**config.mk**
```make
export PLATFORM = sky130hd
export DESIGN_NAME = id_ex_reg_flat
export DESIGN_NICKNAME = d
export VERILOG_FILES = /design/src/rtl/id_ex_reg_pkg.sv /design/src/rtl/id_ex_reg_if.sv /design/src/rtl/id_ex_reg_load_use_detect.sv /design/src/rtl/id_ex_reg.sv /design/src/flat_wrapper.sv
export SDC_FILE = /design/constraint.sdc
export NUM_CORES = 1
export LEC_CHECK = 0
export CORE_MARGIN = 2
export CORE_UTILIZATION = 25
export CTS_CLUSTER_SIZE = 16
export DETAILED_ROUTE_END_ITERATION = 10
export PLACE_DENSITY = 0.55
export SYNTH_ARGS = -nofsm -noshare
export SYNTH_HDL_FRONTEND = slang
export SYNTH_SLANG_ARGS = --single-unit
```
**constraint.sdc**
```tcl
create_clock -name clk -period 17.5 [get_ports clk]
set_clock_uncertainty 0.2 [all_clocks]
set_input_delay 3.5 -clock clk [delete_from_list [all_inputs] [get_ports clk]]
set_output_delay 3.5 -clock clk [all_outputs]
set_load 0.1 [all_outputs]
```
**src/rtl/id_ex_reg_pkg.sv**
```systemverilog
// Shared constants for the ID->EX pipeline register.
// Stall bit indices, ALU load opcodes, NOP codes, enable/delay-slot flags.
package id_ex_reg_pkg;

  localparam int STALL_ID = 2;
  localparam int STALL_EX = 3;

  localparam logic WRITE_ENABLE   = 1'b1;
  localparam logic WRITE_DISABLE  = 1'b0;
  localparam logic IN_DELAY_SLOT  = 1'b1;
  localparam logic NOT_IN_DELAY_SLOT = 1'b0;

  localparam logic [7:0] ALU_OP_NOP = 8'b0000_0000;
  localparam logic [2:0] ALU_RES_NOP = 3'b000;

  localparam logic [7:0] ALU_OP_LB  = 8'b1110_0000;
  localparam logic [7:0] ALU_OP_LBU = 8'b1110_0100;
  localparam logic [7:0] ALU_OP_LH  = 8'b1110_0001;
  localparam logic [7:0] ALU_OP_LHU = 8'b1110_0101;
  localparam logic [7:0] ALU_OP_LW  = 8'b1110_0011;
  localparam logic [7:0] ALU_OP_LWL = 8'b1110_0010;
  localparam logic [7:0] ALU_OP_LWR = 8'b1110_0110;
  localparam logic [7:0] ALU_OP_LL  = 8'b1111_0000;

  function automatic logic is_load_op(input logic [7:0] op);
    return op inside {ALU_OP_LB, ALU_OP_LBU, ALU_OP_LH,
                      ALU_OP_LHU, ALU_OP_LW, ALU_OP_LWL,
                      ALU_OP_LWR, ALU_OP_LL};
  endfunction

endpackage

```
**src/rtl/id_ex_reg_if.sv**
```systemverilog
// ID->EX bundle: decoded fields from id and their registered ex copies.
// master = id/ex side driving id_*, slave = the pipeline register.
interface id_ex_reg_if #(
  parameter int DW   = 32,
  parameter int AW   = 5,
  parameter int OPW  = 8,
  parameter int SELW = 3
);
  logic [OPW-1:0]  id_aluop;
  logic [SELW-1:0] id_alusel;
  logic [DW-1:0]   id_reg1;
  logic [DW-1:0]   id_reg2;
  logic [AW-1:0]   id_wd;
  logic            id_wreg;
  logic [DW-1:0]   id_return_addr;
  logic [DW-1:0]   id_inst;
  logic [DW-1:0]   id_pc;
  logic            id_is_in_delayslot;
  logic            next_inst_in_delayslot_i;
  logic            id_reg1_read;
  logic [AW-1:0]   id_reg1_addr;
  logic            id_reg2_read;
  logic [AW-1:0]   id_reg2_addr;

  logic [OPW-1:0]  ex_aluop;
  logic [SELW-1:0] ex_alusel;
  logic [DW-1:0]   ex_reg1;
  logic [DW-1:0]   ex_reg2;
  logic [AW-1:0]   ex_wd;
  logic            ex_wreg;
  logic [DW-1:0]   ex_return_addr;
  logic [DW-1:0]   ex_inst;
  logic [DW-1:0]   ex_pc;
  logic            ex_is_in_delayslot;

  modport master (
    output id_aluop, id_alusel, id_reg1, id_reg2, id_wd, id_wreg,
           id_return_addr, id_inst, id_pc, id_is_in_delayslot,
           next_inst_in_delayslot_i, id_reg1_read, id_reg1_addr,
           id_reg2_read, id_reg2_addr,
    input  ex_aluop, ex_alusel, ex_reg1, ex_reg2, ex_wd, ex_wreg,
           ex_return_addr, ex_inst, ex_pc, ex_is_in_delayslot
  );

  modport slave (
    input  id_aluop, id_alusel, id_reg1, id_reg2, id_wd, id_wreg,
           id_return_addr, id_inst, id_pc, id_is_in_delayslot,
           next_inst_in_delayslot_i, id_reg1_read, id_reg1_addr,
           id_reg2_read, id_reg2_addr,
    output ex_aluop, ex_alusel, ex_reg1, ex_reg2, ex_wd, ex_wreg,
           ex_return_addr, ex_inst, ex_pc, ex_is_in_delayslot
  );
endinterface

```
**src/rtl/id_ex_reg_load_use_detect.sv**
```systemverilog
// Load-use hazard check: a load in EX whose destination is read by ID.
// Purely combinational; $0 never forms a hazard.
module load_use_detect #(
  parameter int AW = 5
) (
  input  logic          load_flag,
  input  logic          ex_wreg,
  input  logic [AW-1:0] ex_wd,
  input  logic          reg1_read,
  input  logic [AW-1:0] reg1_addr,
  input  logic          reg2_read,
  input  logic [AW-1:0] reg2_addr,
  output logic          stallreq
);
  logic hit1;
  logic hit2;

  assign hit1 = reg1_read && (reg1_addr == ex_wd);
  assign hit2 = reg2_read && (reg2_addr == ex_wd);

  assign stallreq = load_flag && ex_wreg &&
                    (ex_wd != '0) && (hit1 || hit2);
endmodule

```
**src/rtl/id_ex_reg.sv**
```systemverilog
// ID->EX pipeline register with delay-slot tracking and load-use stall request.
// Optional bubble counter enabled by defining ID_EX_BUBBLE_CNT_EN.
import id_ex_reg_pkg::*;

module id_ex_reg #(
  parameter int DW   = 32,
  parameter int AW   = 5,
  parameter int OPW  = 8,
  parameter int SELW = 3
) (
  input  logic        clk,
  input  logic        rst,
  input  logic [5:0]  stall,
  input  logic        flush,
  id_ex_reg_if.slave  bus,
  output logic        is_in_delayslot_o,
  output logic        stallreq_o,
  output logic [31:0] bubble_cnt_o
);
  logic [OPW-1:0]  aluop_q;
  logic [SELW-1:0] alusel_q;
  logic [DW-1:0]   reg1_q;
  logic [DW-1:0]   reg2_q;
  logic [AW-1:0]   wd_q;
  logic            wreg_q;
  logic [DW-1:0]   ra_q;
  logic [DW-1:0]   inst_q;
  logic [DW-1:0]   pc_q;
  logic            ds_q;
  logic            next_ds_q;
  logic            load_q;

  logic bubble;
  logic capture;
  logic unused_stall;

  // flush dominates; an ID-only stall inserts a bubble, a full stall holds
  assign bubble  = flush || (stall[STALL_ID] && !stall[STALL_EX]);
  assign capture = !stall[STALL_ID];
  assign unused_stall = ^{stall[5:4], stall[1:0]};

  always_ff @(posedge clk or posedge rst) begin
    if (rst) begin
      aluop_q   <= OPW'(ALU_OP_NOP);
      alusel_q  <= SELW'(ALU_RES_NOP);
      reg1_q    <= '0;
      reg2_q    <= '0;
      wd_q      <= '0;
      wreg_q    <= WRITE_DISABLE;
      ra_q      <= '0;
      inst_q    <= '0;
      pc_q      <= '0;
      ds_q      <= NOT_IN_DELAY_SLOT;
      next_ds_q <= NOT_IN_DELAY_SLOT;
      load_q    <= 1'b0;
    end else if (bubble) begin
      aluop_q   <= OPW'(ALU_OP_NOP);
      alusel_q  <= SELW'(ALU_RES_NOP);
      reg1_q    <= '0;
      reg2_q    <= '0;
      wd_q      <= '0;
      wreg_q    <= WRITE_DISABLE;
      ra_q      <= '0;
      inst_q    <= '0;
      pc_q      <= '0;
      ds_q      <= NOT_IN_DELAY_SLOT;
      load_q    <= 1'b0;
      if (flush)
        next_ds_q <= NOT_IN_DELAY_SLOT;
    end else if (capture) begin
      aluop_q   <= bus.id_aluop;
      alusel_q  <= bus.id_alusel;
      reg1_q    <= bus.id_reg1;
      reg2_q    <= bus.id_reg2;
      wd_q      <= bus.id_wd;
      wreg_q    <= bus.id_wreg;
      ra_q      <= bus.id_return_addr;
      inst_q    <= bus.id_inst;
      pc_q      <= bus.id_pc;
      ds_q      <= bus.id_is_in_delayslot;
      next_ds_q <= bus.next_inst_in_delayslot_i;
      load_q    <= is_load_op(8'(bus.id_aluop));
    end
  end

  assign bus.ex_aluop           = aluop_q;
  assign bus.ex_alusel          = alusel_q;
  assign bus.ex_reg1            = reg1_q;
  assign bus.ex_reg2            = reg2_q;
  assign bus.ex_wd              = wd_q;
  assign bus.ex_wreg            = wreg_q;
  assign bus.ex_return_addr     = ra_q;
  assign bus.ex_inst            = inst_q;
  assign bus.ex_pc              = pc_q;
  assign bus.ex_is_in_delayslot = ds_q;
  assign is_in_delayslot_o      = next_ds_q;

  load_use_detect #(.AW(AW)) u_lud (
    .load_flag (load_q),
    .ex_wreg   (wreg_q),
    .ex_wd     (wd_q),
    .reg1_read (bus.id_reg1_read),
    .reg1_addr (bus.id_reg1_addr),
    .reg2_read (bus.id_reg2_read),
    .reg2_addr (bus.id_reg2_addr),
    .stallreq  (stallreq_o)
  );

`ifdef ID_EX_BUBBLE_CNT_EN
  logic [31:0] cnt_q;

  always_ff @(posedge clk or posedge rst) begin
    if (rst)
      cnt_q <= '0;
    else if (bubble)
      cnt_q <= cnt_q + 32'd1;
  end

  assign bubble_cnt_o = cnt_q;
`else
  assign bubble_cnt_o = '0;
`endif

endmodule

```
**src/flat_wrapper.sv**
```systemverilog
// flat-port wrapper written by rule: the top's interface ports become plain ports
module id_ex_reg_flat 
#(
  parameter int DW   = 32,
  parameter int AW   = 5,
  parameter int OPW  = 8,
  parameter int SELW = 3
)
  (clk, rst, stall, flush, is_in_delayslot_o, stallreq_o, bubble_cnt_o, bus_id_aluop, bus_id_alusel, bus_id_reg1, bus_id_reg2, bus_id_wd, bus_id_wreg, bus_id_return_addr, bus_id_inst, bus_id_pc, bus_id_is_in_delayslot, bus_next_inst_in_delayslot_i, bus_id_reg1_read, bus_id_reg1_addr, bus_id_reg2_read, bus_id_reg2_addr, bus_ex_aluop, bus_ex_alusel, bus_ex_reg1, bus_ex_reg2, bus_ex_wd, bus_ex_wreg, bus_ex_return_addr, bus_ex_inst, bus_ex_pc, bus_ex_is_in_delayslot);
  id_ex_reg_if #(.DW(DW), .AW(AW), .OPW(OPW), .SELW(SELW)) bus_i ();
  input  logic clk;
  input  logic rst;
  input  logic [5:0] stall;
  input  logic flush;
  output logic is_in_delayslot_o;
  output logic stallreq_o;
  output logic [31:0] bubble_cnt_o;
  input wire logic [$bits(bus_i.id_aluop)-1:0] bus_id_aluop;
  input wire logic [$bits(bus_i.id_alusel)-1:0] bus_id_alusel;
  input wire logic [$bits(bus_i.id_reg1)-1:0] bus_id_reg1;
  input wire logic [$bits(bus_i.id_reg2)-1:0] bus_id_reg2;
  input wire logic [$bits(bus_i.id_wd)-1:0] bus_id_wd;
  input wire logic [$bits(bus_i.id_wreg)-1:0] bus_id_wreg;
  input wire logic [$bits(bus_i.id_return_addr)-1:0] bus_id_return_addr;
  input wire logic [$bits(bus_i.id_inst)-1:0] bus_id_inst;
  input wire logic [$bits(bus_i.id_pc)-1:0] bus_id_pc;
  input wire logic [$bits(bus_i.id_is_in_delayslot)-1:0] bus_id_is_in_delayslot;
  input wire logic [$bits(bus_i.next_inst_in_delayslot_i)-1:0] bus_next_inst_in_delayslot_i;
  input wire logic [$bits(bus_i.id_reg1_read)-1:0] bus_id_reg1_read;
  input wire logic [$bits(bus_i.id_reg1_addr)-1:0] bus_id_reg1_addr;
  input wire logic [$bits(bus_i.id_reg2_read)-1:0] bus_id_reg2_read;
  input wire logic [$bits(bus_i.id_reg2_addr)-1:0] bus_id_reg2_addr;
  output wire logic [$bits(bus_i.ex_aluop)-1:0] bus_ex_aluop;
  output wire logic [$bits(bus_i.ex_alusel)-1:0] bus_ex_alusel;
  output wire logic [$bits(bus_i.ex_reg1)-1:0] bus_ex_reg1;
  output wire logic [$bits(bus_i.ex_reg2)-1:0] bus_ex_reg2;
  output wire logic [$bits(bus_i.ex_wd)-1:0] bus_ex_wd;
  output wire logic [$bits(bus_i.ex_wreg)-1:0] bus_ex_wreg;
  output wire logic [$bits(bus_i.ex_return_addr)-1:0] bus_ex_return_addr;
  output wire logic [$bits(bus_i.ex_inst)-1:0] bus_ex_inst;
  output wire logic [$bits(bus_i.ex_pc)-1:0] bus_ex_pc;
  output wire logic [$bits(bus_i.ex_is_in_delayslot)-1:0] bus_ex_is_in_delayslot;
  assign bus_i.id_aluop = bus_id_aluop;
  assign bus_i.id_alusel = bus_id_alusel;
  assign bus_i.id_reg1 = bus_id_reg1;
  assign bus_i.id_reg2 = bus_id_reg2;
  assign bus_i.id_wd = bus_id_wd;
  assign bus_i.id_wreg = bus_id_wreg;
  assign bus_i.id_return_addr = bus_id_return_addr;
  assign bus_i.id_inst = bus_id_inst;
  assign bus_i.id_pc = bus_id_pc;
  assign bus_i.id_is_in_delayslot = bus_id_is_in_delayslot;
  assign bus_i.next_inst_in_delayslot_i = bus_next_inst_in_delayslot_i;
  assign bus_i.id_reg1_read = bus_id_reg1_read;
  assign bus_i.id_reg1_addr = bus_id_reg1_addr;
  assign bus_i.id_reg2_read = bus_id_reg2_read;
  assign bus_i.id_reg2_addr = bus_id_reg2_addr;
  assign bus_ex_aluop = bus_i.ex_aluop;
  assign bus_ex_alusel = bus_i.ex_alusel;
  assign bus_ex_reg1 = bus_i.ex_reg1;
  assign bus_ex_reg2 = bus_i.ex_reg2;
  assign bus_ex_wd = bus_i.ex_wd;
  assign bus_ex_wreg = bus_i.ex_wreg;
  assign bus_ex_return_addr = bus_i.ex_return_addr;
  assign bus_ex_inst = bus_i.ex_inst;
  assign bus_ex_pc = bus_i.ex_pc;
  assign bus_ex_is_in_delayslot = bus_i.ex_is_in_delayslot;
  id_ex_reg #(.DW(DW), .AW(AW), .OPW(OPW), .SELW(SELW)) u_core (.clk(clk), .rst(rst), .stall(stall), .flush(flush), .bus(bus_i), .is_in_delayslot_o(is_in_delayslot_o), .stallreq_o(stallreq_o), .bubble_cnt_o(bubble_cnt_o));
endmodule
```
==> metrics.md <==
| Metric | Value |
|---|---|
| Die Area | `28400 sq um` |
| # setup viols final | `0` |
| Via density per instance | `4.47` |
| DRT Pass-1 Iters | `6` |
| Worst-path cell chain | `clkdlybuf4s50_1 -> xor2_1 -> nor4_1 -> nand3_1 -> a21oi_1 -> clkdlybuf4s50_1` |
| Worst Tran Pin Value | `1.05 ns` |
| DRT antenna net count | `0` |
| Post-route setup slack | `7.92 ns` |
| Final Routed Wirelength | `21500 um` |
| Clock Latency Late Sink | `0.41 ns` |
| Worst setup endpoint | `stallreq_o` |
| Syn Area/Cell | `14.7 sq um` |
| Worst flop-to-flop path startpoint | `u_core.bus.ex_wd[1]` |
| Seq cells post-synth | `180` |
| CP required | `13.80 ns` |
| Post-CTS setup buffer count | `0` |
| Post-Syn Instances | `460` |
| R2r endpoint | `u_core.bus.ex_wd[1]` |
| Share of layout cells above drive strength 1 | `0.0480` |
| Crit Path Category | `in -> out` |
| Hold WC Path Type | `reg -> reg` |
| Fmax | `104 MHz` |
| H-tree level count | `4` |
| Placer congestion estimate | `0.742` |
| Clock transition at path regs | `0.07 ns` |
| Root buffer cell | `clkbuf_16` |
| Area Growth Syn to Fin | `65.4%` |
| Final Hold Viols | `0` |
| Drt wl/cell | `18.3 um` |
| Port buffer count | `375` |
| Clock Sinks | `180` |
| Max IR drop VDD | `0.0000518 V` |
| Crit-path max cell delay | `1.19 ns` |
| Pre-CTS WS | `7.90 ns` |
| R2R depth | `1` |
| Finished Cell Area | `11200 sq um` |
| Nets@finish | `1020` |
| CORE AREA | `26800 sq um` |
| Max Cap Violations | `0` |
| Fin crit period | `9.58 ns` |
| Tcrit/Tclk final | `0.547` |
| Crit-path max FO | `1` |
| DRT iter0 DRCs | `345` |
| Synth warnings | `0` |
| N_diodes | `0` |
| Number of global-route vias before repair | `5311` |
| Power Dens Cells | `102 nW/um^2` |
| Grt ovf | `0` |
| Crit end category | `primary output` |
| Max Slew Vio Count | `0` |
| Worst Setup Start Kind | `primary input` |
| CTS Buffer Depth | `2` |
| Largest net degree at the start of global routing | `93` |
| Post-CTS sizing | `0` |
| Final Power | `0.00114 W` |
| Initial antenna violation count | `0` |
| Io pins | `412` |
| CTS Hold Bufs | `0` |
| Row cnt | `60` |
| RSZ-0062 raised after global routing | `false` |
| Setup slack, reg-to-reg | `16.47 ns` |
| Register area share after synthesis | `0.665` |
| GRT Overall Usage | `0.146` |
| Unique masters post-synth | `23` |
| Width of the die | `169 um` |
| Slowest cell on crit path | `clkdlybuf4s50_1` |
| Die Span Y | `169 um` |
| Synthesized area | `6780 sq um` |
| Detailed placement HPWL | `14600 um` |
| Most frequent cell on the critical path | `clkdlybuf4s50_1` |
| Slew headroom | `0.298` |
| Setup TNS | `0 ns` |
| Outcome | `finished, final reports clean` |
| TritonCTS Buffers | `17` |
| Placed cell areas | `10600 sq um` |
| Total number of vias | `5249` |
| First-pass GRT wire length | `32300 um` |
| CP startpoint | `bus_id_reg1_addr[2]` |
| # DRC | `0` |
| Initial Utilization | `0.253` |
| Data arrival time of the worst path | `5.88 ns` |
| CTS tree | `yes` |
| Leakage | `5.00 nW` |
cells by family (layout without fill, tap and decap cells):
| kind of cell | after synthesis | in the layout | synth area share |
|---|---|---|---|
| xor+xnor | 10 | 10 | 0.0129 |
| mux | 1 | 1 | 0.00148 |
| compound gates | 183 | 183 | 0.234 |
| flops | 180 | 180 | 0.665 |
| simple gates | 13 | 13 | 0.0107 |
| other cells | 1 | 32 | 0.000553 |
| buf+inv | 72 | 414 | 0.0757 |
cell usage after synthesis:
master	count	area share
buf_2	20	0.015
nand3_1	2	0.0015
o21ai_0	2	0.0015
nand4_1	1	0.00092
clkbuf_1	6	0.0033
o211ai_1	1	0.0011
nor2b_1	1	0.00092
nor2_1	2	0.0011
inv_1	1	0.00055
xor2_1	8	0.010
nand2_1	2	0.0011
conb_1	1	0.00055
a21oi_1	2	0.0015
buf_6	13	0.022
dfrtp_1	180	0.66
and3b_1	1	0.0013
buf_4	32	0.035
nor2_2	1	0.00092
nor4_1	2	0.0018
a22o_1	178	0.23
mux2i_1	1	0.0015
or4_1	1	0.0011
xnor2_1	2	0.0026
cell usage in the layout (no fill, tap or decap), drive strengths merged:
| cell type | count |
|---|---|
| a21oi | 2 |
| mux2i | 1 |
| and3b | 1 |
| clkdlybuf4s50 | 375 |
| or4 | 1 |
| clkbuf | 19 |
| o211ai | 1 |
| dfrtp | 180 |
| nor2 | 3 |
| nor2b | 1 |
| nor4 | 2 |
| inv | 8 |
| o21ai | 2 |
| conb | 32 |
| xnor2 | 2 |
| buf | 6 |
| a22o | 178 |
| nand2 | 2 |
| clkinv | 5 |
| nand3 | 2 |
| nand4 | 1 |
| bufinv | 1 |
| xor2 | 8 |
area by class of cell:
class                   instances  area (sq um)
flip-flops and latches        180          4500
clock buffers                  19           443
multi-input cells             239          1890
clock inverters                13           141
well taps                     341           427
inverters                       1          8.76
fillers                      2582         15600
repair buffers                381          3800
metrics by stage:
stage | utilization | hold WS (ns) | std cells
2_1_floorplan | - | 0.249 | 491
5_1_grt | 0.418 | 0.312 | 1174
3_5_place_dp | 0.396 | 0.290 | 1142
3_3_place_gp | 0.396 | 0.287 | 1142
4_1_cts | 0.418 | 0.309 | 1174
6_report | 0.418 | 0.304 | 1174
flip-flops by register name (all words and copies together) (netlist names):
register,flops
u_core.bus.ex_aluop,8
u_core.bus.ex_is_in_delayslot,1
u_core.bus.ex_inst,32
u_core.is_in_delayslot_o,1
u_core.bus.ex_alusel,3
u_core.bus.ex_wd,5
u_core.bus.ex_reg2,32
u_core.bus.ex_wreg,1
u_core.bus.ex_reg1,32
u_core.load_q,1
u_core.bus.ex_return_addr,32
u_core.bus.ex_pc,32
worst min path at each step:
| stage | start | end | slack, ns | cells past startpoint |
|---|---|---|---|---|
| 2_1_floorplan | u_core.load_q | u_core.load_q | 0.25 | 2 |
| 3_3_place_gp | u_core.bus.ex_reg2[16] | u_core.bus.ex_reg2[16] | 0.29 | 1 |
| 3_5_place_dp | u_core.bus.ex_return_addr[29] | u_core.bus.ex_return_addr[29] | 0.29 | 1 |
| 4_1_cts | u_core.bus.ex_alusel[1] | u_core.bus.ex_alusel[1] | 0.31 | 1 |
| 5_1_grt | u_core.bus.ex_alusel[1] | u_core.bus.ex_alusel[1] | 0.31 | 1 |
| 6_report | u_core.bus.ex_aluop[7] | u_core.bus.ex_aluop[7] | 0.30 | 1 |
power breakdown:
group / switching [W] / total, W / internal (W)
clock: 0.000182 / 0.000388 / 0.000207
sequential: 0.0000117 / 0.000447 / 0.000435
combinational: 0.000222 / 0.000308 / 0.0000859
per-layer routing:
metal  track usage  share of wire  vias up
met3        0.0479          0.076       13
met4        0.0341          0.011        0
li1              -              -     2402
met2         0.235           0.47      236
met1         0.192           0.44     2598
met5             0              0        -
critical path, delay by kind of cell:
kind / cells / cell delay (ns)
compound gates: 1 / 0.18
xor+xnor: 1 / 0.16
buf+inv: 2 / 1.61
simple gates: 2 / 0.42
(Power assumes the default switching activity.)
